File: config.mk
export PLATFORM = sky130hd
export DESIGN_NAME = multicycle_control
export DESIGN_NICKNAME = d
export VERILOG_FILES = /design/src/rtl/mips_ctrl_pkg.sv /design/src/rtl/multicycle_control_outdec.sv /design/src/rtl/multicycle_control.sv
export SDC_FILE = /design/constraint.sdc
export NUM_CORES = 1
export LEC_CHECK = 0
export ABC_AREA = 1
export BUFFER_PORTS_ARGS = -buffer_cell sky130_fd_sc_hd__buf_2
export CAP_MARGIN = 25
export CORE_MARGIN = 4
export CORE_UTILIZATION = 29
export DETAILED_ROUTE_END_ITERATION = 10
export SETUP_SLACK_MARGIN = 0.5
export SLEW_MARGIN = 20
export SYNTH_ARGS = -nofsm -noshare
export SYNTH_HDL_FRONTEND = slang
export SYNTH_SLANG_ARGS = --single-unit
File: constraint.sdc
create_clock -name clk -period 1.1 [get_ports clk]
set_input_delay 0.33 -clock clk [delete_from_list [all_inputs] [get_ports clk]]
set_output_delay 0.33 -clock clk [all_outputs]
set_load 0.01 [all_outputs]
File: src/rtl/mips_ctrl_pkg.sv
// Shared encodings for the multicycle MIPS controller: opcodes, FSM state codes,
// ALU operation classes (also consumed by ALU control) and the control-vector layout.
package mips_ctrl_pkg;

    localparam logic [5:0] OP_RTYPE = 6'b000000;
    localparam logic [5:0] OP_LW    = 6'b100011;
    localparam logic [5:0] OP_SW    = 6'b101011;
    localparam logic [5:0] OP_BNZ   = 6'b000101;
    localparam logic [5:0] OP_ADDI  = 6'b001000;

    // {ALUop2,ALUop1}
    localparam logic [1:0] ALUOP_ADD   = 2'b00;
    localparam logic [1:0] ALUOP_BNZ   = 2'b01;
    localparam logic [1:0] ALUOP_RTYPE = 2'b10;
    localparam logic [1:0] ALUOP_ITYPE = 2'b11;

    typedef enum logic [3:0] {
        ST_FETCH      = 4'd0,
        ST_DECODE     = 4'd1,
        ST_MEMADDR    = 4'd2,
        ST_MEMREAD    = 4'd3,
        ST_MEMWB      = 4'd4,
        ST_MEMWRITE   = 4'd5,
        ST_EXECUTE    = 4'd6,
        ST_RTYPE_WB   = 4'd7,
        ST_BRANCH     = 4'd8,
        ST_ITYPE_EXEC = 4'd9,
        ST_ITYPE_WB   = 4'd10,
        ST_TRAP       = 4'd11
    } state_t;

    typedef struct packed {
        logic       PCWrite;
        logic       PCWriteCond;
        logic       IorD;
        logic       MemRead;
        logic       MemWrite;
        logic       MemtoReg;
        logic       IRWrite;
        logic       RegWrite;
        logic       RegDst;
        logic       ALUSrcA;
        logic [1:0] ALUSrcB;
        logic [1:0] ALUop;
        logic [1:0] PCSource;
    } ctrl_t;

endpackage

File: src/rtl/multicycle_control_outdec.sv
// Moore output decode for the multicycle controller; only the FETCH strobes
// IRWrite/PCWrite look at memReady so a stalled fetch never advances the PC.
module multicycle_control_outdec
    import mips_ctrl_pkg::*;
(
    input  state_t i_state,
    input  logic   i_memReady,
    output ctrl_t  o_ctrl
);

    always_comb begin
        o_ctrl = '0;
        case (i_state)
            ST_FETCH: begin
                o_ctrl.MemRead  = 1'b1;
                o_ctrl.IRWrite  = i_memReady;
                o_ctrl.PCWrite  = i_memReady;
                o_ctrl.ALUSrcB  = 2'b01;
                o_ctrl.ALUop    = ALUOP_ADD;
                o_ctrl.PCSource = 2'b00;
            end
            ST_DECODE: begin
                o_ctrl.ALUSrcB = 2'b11;
                o_ctrl.ALUop   = ALUOP_ADD;
            end
            ST_MEMADDR: begin
                o_ctrl.ALUSrcA = 1'b1;
                o_ctrl.ALUSrcB = 2'b10;
                o_ctrl.ALUop   = ALUOP_ADD;
            end
            ST_MEMREAD: begin
                o_ctrl.MemRead = 1'b1;
                o_ctrl.IorD    = 1'b1;
            end
            ST_MEMWB: begin
                o_ctrl.RegWrite = 1'b1;
                o_ctrl.MemtoReg = 1'b1;
            end
            ST_MEMWRITE: begin
                o_ctrl.MemWrite = 1'b1;
                o_ctrl.IorD     = 1'b1;
            end
            ST_EXECUTE: begin
                o_ctrl.ALUSrcA = 1'b1;
                o_ctrl.ALUSrcB = 2'b00;
                o_ctrl.ALUop   = ALUOP_RTYPE;
            end
            ST_RTYPE_WB: begin
                o_ctrl.RegWrite = 1'b1;
                o_ctrl.RegDst   = 1'b1;
            end
            ST_BRANCH: begin
                o_ctrl.ALUSrcA     = 1'b1;
                o_ctrl.ALUop       = ALUOP_BNZ;
                o_ctrl.PCWriteCond = 1'b1;
                o_ctrl.PCSource    = 2'b01;
            end
            ST_ITYPE_EXEC: begin
                o_ctrl.ALUSrcA = 1'b1;
                o_ctrl.ALUSrcB = 2'b10;
                o_ctrl.ALUop   = ALUOP_ITYPE;
            end
            ST_ITYPE_WB: o_ctrl.RegWrite = 1'b1;
            default: ;  // TRAP and unused codes keep every strobe low
        endcase
    end

endmodule

File: src/rtl/multicycle_control.sv
// Multicycle MIPS control FSM: next-state logic, opcode latch and state register.
// Define ILLEGAL_TRAP_EN to send unknown opcodes to a sticky TRAP state.
module multicycle_control
    import mips_ctrl_pkg::*;
#(
    parameter int OPCODE_W = 6
) (
    input  logic                clk,
    input  logic                reset,
    input  logic [OPCODE_W-1:0] inpOpcode,
    input  logic                memReady,
    output logic                ALUop1,
    output logic                ALUop2,
    output logic                PCWrite,
    output logic                PCWriteCond,
    output logic                IorD,
    output logic                MemRead,
    output logic                MemWrite,
    output logic                MemtoReg,
    output logic                IRWrite,
    output logic                RegWrite,
    output logic                RegDst,
    output logic                ALUSrcA,
    output logic [1:0]          ALUSrcB,
    output logic [1:0]          PCSource,
    output logic [3:0]          state_o,
    output logic                illegalOp
);

    localparam logic [OPCODE_W-1:0] L_RTYPE = OPCODE_W'(OP_RTYPE);
    localparam logic [OPCODE_W-1:0] L_LW    = OPCODE_W'(OP_LW);
    localparam logic [OPCODE_W-1:0] L_SW    = OPCODE_W'(OP_SW);
    localparam logic [OPCODE_W-1:0] L_BNZ   = OPCODE_W'(OP_BNZ);
    localparam logic [OPCODE_W-1:0] L_ADDI  = OPCODE_W'(OP_ADDI);

    state_t                r_state;
    state_t                w_next;
    logic [OPCODE_W-1:0]   r_opcode;
    ctrl_t                 w_ctrl;

    always_comb begin
        w_next = r_state;
        case (r_state)
            ST_FETCH:      if (memReady) w_next = ST_DECODE;
            ST_DECODE: begin
                if (inpOpcode == L_RTYPE)                          w_next = ST_EXECUTE;
                else if (inpOpcode == L_LW || inpOpcode == L_SW)   w_next = ST_MEMADDR;
                else if (inpOpcode == L_BNZ)                       w_next = ST_BRANCH;
                else if (inpOpcode == L_ADDI)                      w_next = ST_ITYPE_EXEC;
`ifdef ILLEGAL_TRAP_EN
                else                                               w_next = ST_TRAP;
`else
                else                                               w_next = ST_FETCH;
`endif
            end
            // Live inpOpcode may already belong to the next fetch; use the latched copy.
            ST_MEMADDR:    w_next = (r_opcode == L_SW) ? ST_MEMWRITE : ST_MEMREAD;
            ST_MEMREAD:    if (memReady) w_next = ST_MEMWB;
            ST_MEMWRITE:   if (memReady) w_next = ST_FETCH;
            ST_EXECUTE:    w_next = ST_RTYPE_WB;
            ST_ITYPE_EXEC: w_next = ST_ITYPE_WB;
            ST_RTYPE_WB,
            ST_ITYPE_WB,
            ST_MEMWB,
            ST_BRANCH:     w_next = ST_FETCH;
`ifdef ILLEGAL_TRAP_EN
            ST_TRAP:       w_next = ST_TRAP;
`endif
            default:       w_next = ST_FETCH;
        endcase
    end

    always_ff @(posedge clk) begin
        if (reset) begin
            r_state  <= ST_FETCH;
            r_opcode <= '0;
        end else begin
            r_state <= w_next;
            if (r_state == ST_DECODE) r_opcode <= inpOpcode;
        end
    end

`ifdef ILLEGAL_TRAP_EN
    logic r_illegal;

    always_ff @(posedge clk) begin
        if (reset)                  r_illegal <= 1'b0;
        else if (w_next == ST_TRAP) r_illegal <= 1'b1;
    end

    assign illegalOp = r_illegal;
`else
    assign illegalOp = 1'b0;
`endif

    multicycle_control_outdec u_outdec (
        .i_state    (r_state),
        .i_memReady (memReady),
        .o_ctrl     (w_ctrl)
    );

    assign PCWrite     = w_ctrl.PCWrite;
    assign PCWriteCond = w_ctrl.PCWriteCond;
    assign IorD        = w_ctrl.IorD;
    assign MemRead     = w_ctrl.MemRead;
    assign MemWrite    = w_ctrl.MemWrite;
    assign MemtoReg    = w_ctrl.MemtoReg;
    assign IRWrite     = w_ctrl.IRWrite;
    assign RegWrite    = w_ctrl.RegWrite;
    assign RegDst      = w_ctrl.RegDst;
    assign ALUSrcA     = w_ctrl.ALUSrcA;
    assign ALUSrcB     = w_ctrl.ALUSrcB;
    assign PCSource    = w_ctrl.PCSource;
    assign ALUop2      = w_ctrl.ALUop[1];
    assign ALUop1      = w_ctrl.ALUop[0];
    assign state_o     = r_state;

endmodule

==> results of run 1 <==
## final cells by class
class	count	area, um2
clock buffer	4	36.3
fill	169	742
inverter	16	85.1
multi-input combinational	85	592
sequential	10	215
tap	28	35.0
timing repair buffer	67	528
## synthesized netlist by cell type, drive strengths merged
library cell,number,area (um2)
nand3,9,50.1
o21ai,10,50.1
conb,1,3.75
nand4,1,6.26
nand2,26,110
a21oi,8,40.0
nor2,28,118
dfxtp,10,200
buf,5,41.3
inv,16,60.1
o22ai,1,6.26
## stage by stage
| step | area (um2) | setup TNS, ns |
|---|---|---|
| 2_1_floorplan | 807 | -0.300 |
| 3_3_place_gp | 1150 | -1.73 |
| 3_5_place_dp | 1150 | -1.97 |
| 4_1_cts | 1410 | -7.27 |
| 5_1_grt | 1490 | -10.03 |
| 6_report | 1490 | -8.54 |
## where the power goes
part	internal, mW	switching [mW]	total (mW)	leakage, nW
clock network	0.201	0.137	0.338	0.0210
logic	0.242	0.216	0.458	0.640
registers	0.391	0.0323	0.423	0.0850
total	0.834	0.385	1.22	0.746
## flip-flops by register name (all words and copies together), names as in the netlist
register and flops:
r_opcode 6, state_o 4
## final timing paths
kind / from / slack [ns] / endpoint / cells past startpoint
setup reg to reg: state_o[3]$_SDFFE_PP0P_ / -0.25 / state_o[1]$_SDFFE_PP0P_ / 10
setup / recovery: state_o[0]$_SDFFE_PP0P_ / -0.45 / MemWrite / 5
hold reg to reg: r_opcode[0]$_SDFFE_PP0P_ / 0.51 / r_opcode[0]$_SDFFE_PP0P_ / 2
hold / removal: reset / 0.26 / state_o[2]$_SDFFE_PP0P_ / 2
## routing by layer
metal | part of all wire [%] | track usage (%) | wire length (um)
met5 | 0 | 0 | 0
met4 | 1.6 | 6.10 | 40
met3 | 4.9 | 1.84 | 121
met2 | 50 | 26.7 | 1230
met1 | 43 | 18.4 | 1070
## kinds of logic after synthesis
| kind of cell | count (synthesis) | synth area share, % |
|---|---|---|
| compound gates | 19 | 14.1 |
| flops | 10 | 29.2 |
| other cells | 1 | 0.547 |
| simple gates | 64 | 41.4 |
| buf+inv | 21 | 14.8 |
## repair_timing
item / in CTS / in global routing
gates resized for setup: 41 / 12
buffers inserted: 8 / 5
hold buffers: 0 / 0
pin swaps: 16 / 12
setup endpoints to repair: 29 / 29
endpoints found under the hold margin: 0 / 0
==> out/results.ini, run 1 <==
[sta]
finClkSkew_ns = 0.00848
finalCritPeriodShare_pct = 141
setup_viol = 29
setup_ws_ns = -0.448
period_needed_ns = 1.55
rsz0062_at_grt = true
timing.fmax_mhz = 646
finalHoldViolCount = 0
hold_ws_ns = 0.257
slew_violations = 0

[critical_path]
path_buf_inv = 3
cp.arrival_ns = 1.22
required_ns = 0.77
critPathCaptureType = output port
cpMaxStageDelayCell = dfxtp_4
crit_type = reg2out
path_cells = inv_8, nor2_2, nand3_2, inv_2, buf_2
cp-start-kind = register
cp_slowest_stage_delay_ns = 0.41
crit_path_max_fanout = 4
cp_top_family = flip-flops

[die]
boundaryPins = 30
initial_utilization_pct = 30.7
core-area_mm2 = 0.00223
floorplan.die_area_mm2 = 0.00321
row_count = 17
die_w_um = 56.6
die_h_um = 56.6

[power_and_ir_drop]
p_total_mw = 1.22
p_per_area_mw_per_mm2 = 818
peakVddDrop_mv = 0.882
p_leak_nw = 0.746

[clock_tree]
cts_buffers = 3
clkLatencyLatePin_ns = 0.27
cts_tree = yes
htree_levels = 1
clock_path_buffers = 2
clk_pin_slew_ns = 0.07
clock_sinks = 10
root_buffer = clkbuf_4

[placed_design]
hpwlAfterDp_mm = 1.78
dp.cells = 193
post-place-ws_ns = -0.204
io_buffers = 27
place.gp.congestion = 0.846

[run_status]
run_status = complete, but fails checks
violations = setup timing

[global_routing]
grt_overflow = 0
grt_util_all_layers_pct = 15.2
grt_pass1_vias = 894
grt_max_degree = 8
antenna_found_initial = 0
grt_pass1_wl_mm = 3.88

[detailed_routing]
detail_route.wirelength_mm = 2.46
wl_per_cell_um = 11.7
vias = 969
ant_nets = 0
vias_per_cell = 4.61
drc = 0
drt-initial-drc-count = 18
firstDrtPassIters = 4

[yosys]
ys_ff_latch = 10
synthDistinctLibCells = 19
synthCells = 115
ys_warn_count = 0
syn-cell-area_um2 = 686
syn_avg_cell_area_um2 = 5.96
seq_area_frac_synth_pct = 29.2

[hold_path]
hold_class = in2reg

[final_layout]
nNetsFinal = 192
drive_gt1_share_pct = 65.4
final_common_cell = buf_4
utilization_pct = 66.8
final_cells = 210
synthToLayoutAreaGrowth_pct = 118
diodes = 0
final_cell_mix = buf_4 (31), buf_2 (19), nand2_1 (17)

[job]
cap_violations = 0

(Power assumes the default switching activity.)
==> run 2: changes to the inputs <==
--- a/config.mk
+++ b/config.mk
@@ -8,6 +8,7 @@
 export ABC_AREA = 1
 export BUFFER_PORTS_ARGS = -buffer_cell sky130_fd_sc_hd__buf_2
 export CAP_MARGIN = 25
+export CORE_ASPECT_RATIO = 1.2
 export CORE_MARGIN = 4
 export CORE_UTILIZATION = 29
 export DETAILED_ROUTE_END_ITERATION = 10
==> constraint.sdc (replaced) <==
create_clock -name clk -period 1.75 [get_ports clk]
set_input_delay 0.525 -clock clk [delete_from_list [all_inputs] [get_ports clk]]
set_output_delay 0.525 -clock clk [all_outputs]
set_load 0.01 [all_outputs]
==> run 2 against run 1 <==
- the flow still finishes with violations (setup timing)
- register-to-register slack gained 0.64 ns
- largest cell class unchanged
- critical path depth up 1
- worst hold slack better by 0.22 ns
- combinational power is 44% lower
- clock-buffer cell count did not move
- die area about the same
- power fell by 40%
- sequential power decreased by 37%
- non-clock buffer count down 16
- clock skew shrank 0.0034 ns
- critical endpoint is now RegWrite
- sequential cell count stayed put
==> out/results.ini, run 2 (synthesized netlist as in run 1, its figures left out) <==
[global_routing]
grt_overflow = 0  ; unchanged
antenna_found_initial = 0  ; unchanged
grt_pass1_wl_mm = 3.51  ; -9.6%
grt_max_degree = 8  ; unchanged
grt_util_all_layers_pct = 14.5  ; -0.71 points
grt_pass1_vias = 843  ; -5.7%

[power_and_ir_drop]
power.switching_mw = 0.234  ; -39%
p_per_area_mw_per_mm2 = 520  ; -36%
p_sw_share_pct = 32.0  ; +0.43 points
power_frac_comb_pct = 35.3  ; -2.3 points
p_leak_nw = 0.667  ; -11%
p_int_mw = 0.496  ; -40%
p_total_mw = 0.730  ; -40%
sequentialPowerShare_pct = 36.4  ; +1.7 points
peakVddDrop_mv = 0.570  ; -35%
clock_power_share_pct = 28.4  ; +0.7 points

[placed_design]
hpwlAfterDp_mm = 1.57  ; -11%
io_buffers = 27  ; unchanged
place.gp.congestion = 0.810  ; -4.2%
post-place-ws_ns = 0.232  ; +0.435 ns

[critical_path]
crit_path_start = state_o[1]$_SDFFE_PP0P_
reg2reg_to = state_o[0]$_SDFFE_PP0P_
required_ns = 1.22  ; +0.45 ns
crit_type = reg2out
critPathCaptureType = output port
crit_path_max_fanout = 5  ; +1
critical_path.endpoint = RegWrite
cp-start-kind = register
r2r_start = state_o[0]$_SDFFE_PP0P_
cp.arrival_ns = 1.24  ; +0.02 ns
r2r_cells = 8  ; -2
rrSetupSlack_ns = 0.39  ; +0.64 ns

[final_layout]
drive_gt1_share_pct = 63.3  ; -2.1 points
largest_reg_flops = 6  ; unchanged
final_cell_mix = buf_6 (17), buf_2 (16), buf_4 (16)
top_register = r_opcode
diodes = 0  ; unchanged
synthToLayoutAreaGrowth_pct = 105
nNetsFinal = 176  ; -8.3%
final_common_cell = buf_6

[detailed_routing]
wl_per_cell_um = 13.3  ; +13%
vias_per_cell = 4.74  ; +2.7%
drt-initial-drc-count = 13  ; -5
drc = 0  ; unchanged
ant_nets = 0  ; unchanged
firstDrtPassIters = 4  ; unchanged
detail_route.wirelength_mm = 2.62  ; +6.4%
vias = 934  ; -3.6%

[die]
die_h_um = 61.3  ; +8.2%
die_w_um = 52.4  ; -7.5%
floorplan.die_area_mm2 = 0.00321  ; about the same
boundaryPins = 30  ; unchanged
row_count = 19  ; +2
core-area_mm2 = 0.00228  ; +2.2%
initial_utilization_pct = 30.0  ; -0.66 points

[sta]
finalCritPeriodShare_pct = 101
setup_viol = 1  ; -97%
finClkSkew_ns = 0.00507  ; -0.00341 ns
slew_violations = 0  ; unchanged
finalSetupTns_ns = -0.0151  ; +8.53 ns
setup_ws_ns = -0.0151  ; +0.433 ns
period_needed_ns = 1.77
timing.fmax_mhz = 567
finalHoldViolCount = 0  ; unchanged
rsz0062_at_grt = true

[job]
cap_violations = 0  ; unchanged

[clock_tree]
clock_path_buffers = 2  ; unchanged
clkLatencyLatePin_ns = 0.26  ; about the same
cts_buffers = 3  ; unchanged
root_buffer = clkbuf_4
clk_pin_slew_ns = 0.07  ; about the same
cts_tree = yes
clock_sinks = 10  ; unchanged
htree_levels = 1  ; unchanged
cts_hold_buffers = 0  ; unchanged

[run_status]
violations = setup timing
run_status = complete, but fails checks

[hold_path]
hold_class = in2reg

run 2: worst max-delay path: stages (launching register included):
cell and delay [ns]:
dfxtp_4 0.46, inv_6 0.07, nand2_4 0.10, nor2_4 0.04, nor2_2 0.11, o21ai_2 0.07
buf_2 0.13
run 2: cell type report:
type	instances	area, um2
inverters	16	85.1
flip-flops and latches	10	215
repair buffers	51	432
clock buffers	4	36.3
multi-input cells	85	598
well taps	31	38.8
fillers	205	877
run 2: worst min path at each step:
stage                     cells past startpoint                       end                startpoint  slack, ns
after detailed placement                      2  r_opcode[0]$_SDFFE_PP0P_  r_opcode[0]$_SDFFE_PP0P_       0.50
after floorplan                               2  r_opcode[0]$_SDFFE_PP0P_  r_opcode[0]$_SDFFE_PP0P_       0.47
after global routing                          2   state_o[3]$_SDFFE_PP0P_                     reset       0.48
after CTS                                     2   state_o[2]$_SDFFE_PP0P_                     reset       0.47
after global placement                        2  r_opcode[0]$_SDFFE_PP0P_  r_opcode[0]$_SDFFE_PP0P_       0.50
final                                         2   state_o[3]$_SDFFE_PP0P_                     reset       0.48
run 2: per-stage QoR:
stage	utilization (%)	hold WS [ns]	area, um2	std cells
3_5_place_dp	40.8	0.505	931	169
5_1_grt	61.6	0.481	1410	197
6_report	61.6	0.478	1410	197
2_1_floorplan	-	0.474	802	116
4_1_cts	51.5	0.466	1170	185
3_3_place_gp	40.8	0.502	931	169
run 2: power groups by stage:
stage / combinational [mW] / sequential, mW / clock, mW
4_1_cts: 0.203 / 0.263 / 0.215
3_5_place_dp: 0.156 / 0.266 / 0
2_1_floorplan: 0.122 / 0.265 / 0
6_report: 0.257 / 0.266 / 0.207
3_3_place_gp: 0.154 / 0.265 / 0
5_1_grt: 0.280 / 0.267 / 0.222
run 2: per-layer routing:
layer | share of wire, % | vias up | global-route usage, % | wire [um]
met3 | 3.7 | 12 | 1.94 | 98
met4 | 3.7 | 0 | 8.76 | 98
met5 | 0 | - | 0 | 0
met2 | 56 | 31 | 25.5 | 1460
met1 | 37 | 427 | 16.5 | 959
li1 | - | 464 | - | -
run 2: timing repair:
item                                    in CTS  in global routing
buffers inserted                            12                 12
resized for setup                           23                 34
endpoints found under the setup margin      21                 28
pin swaps                                    8                 15
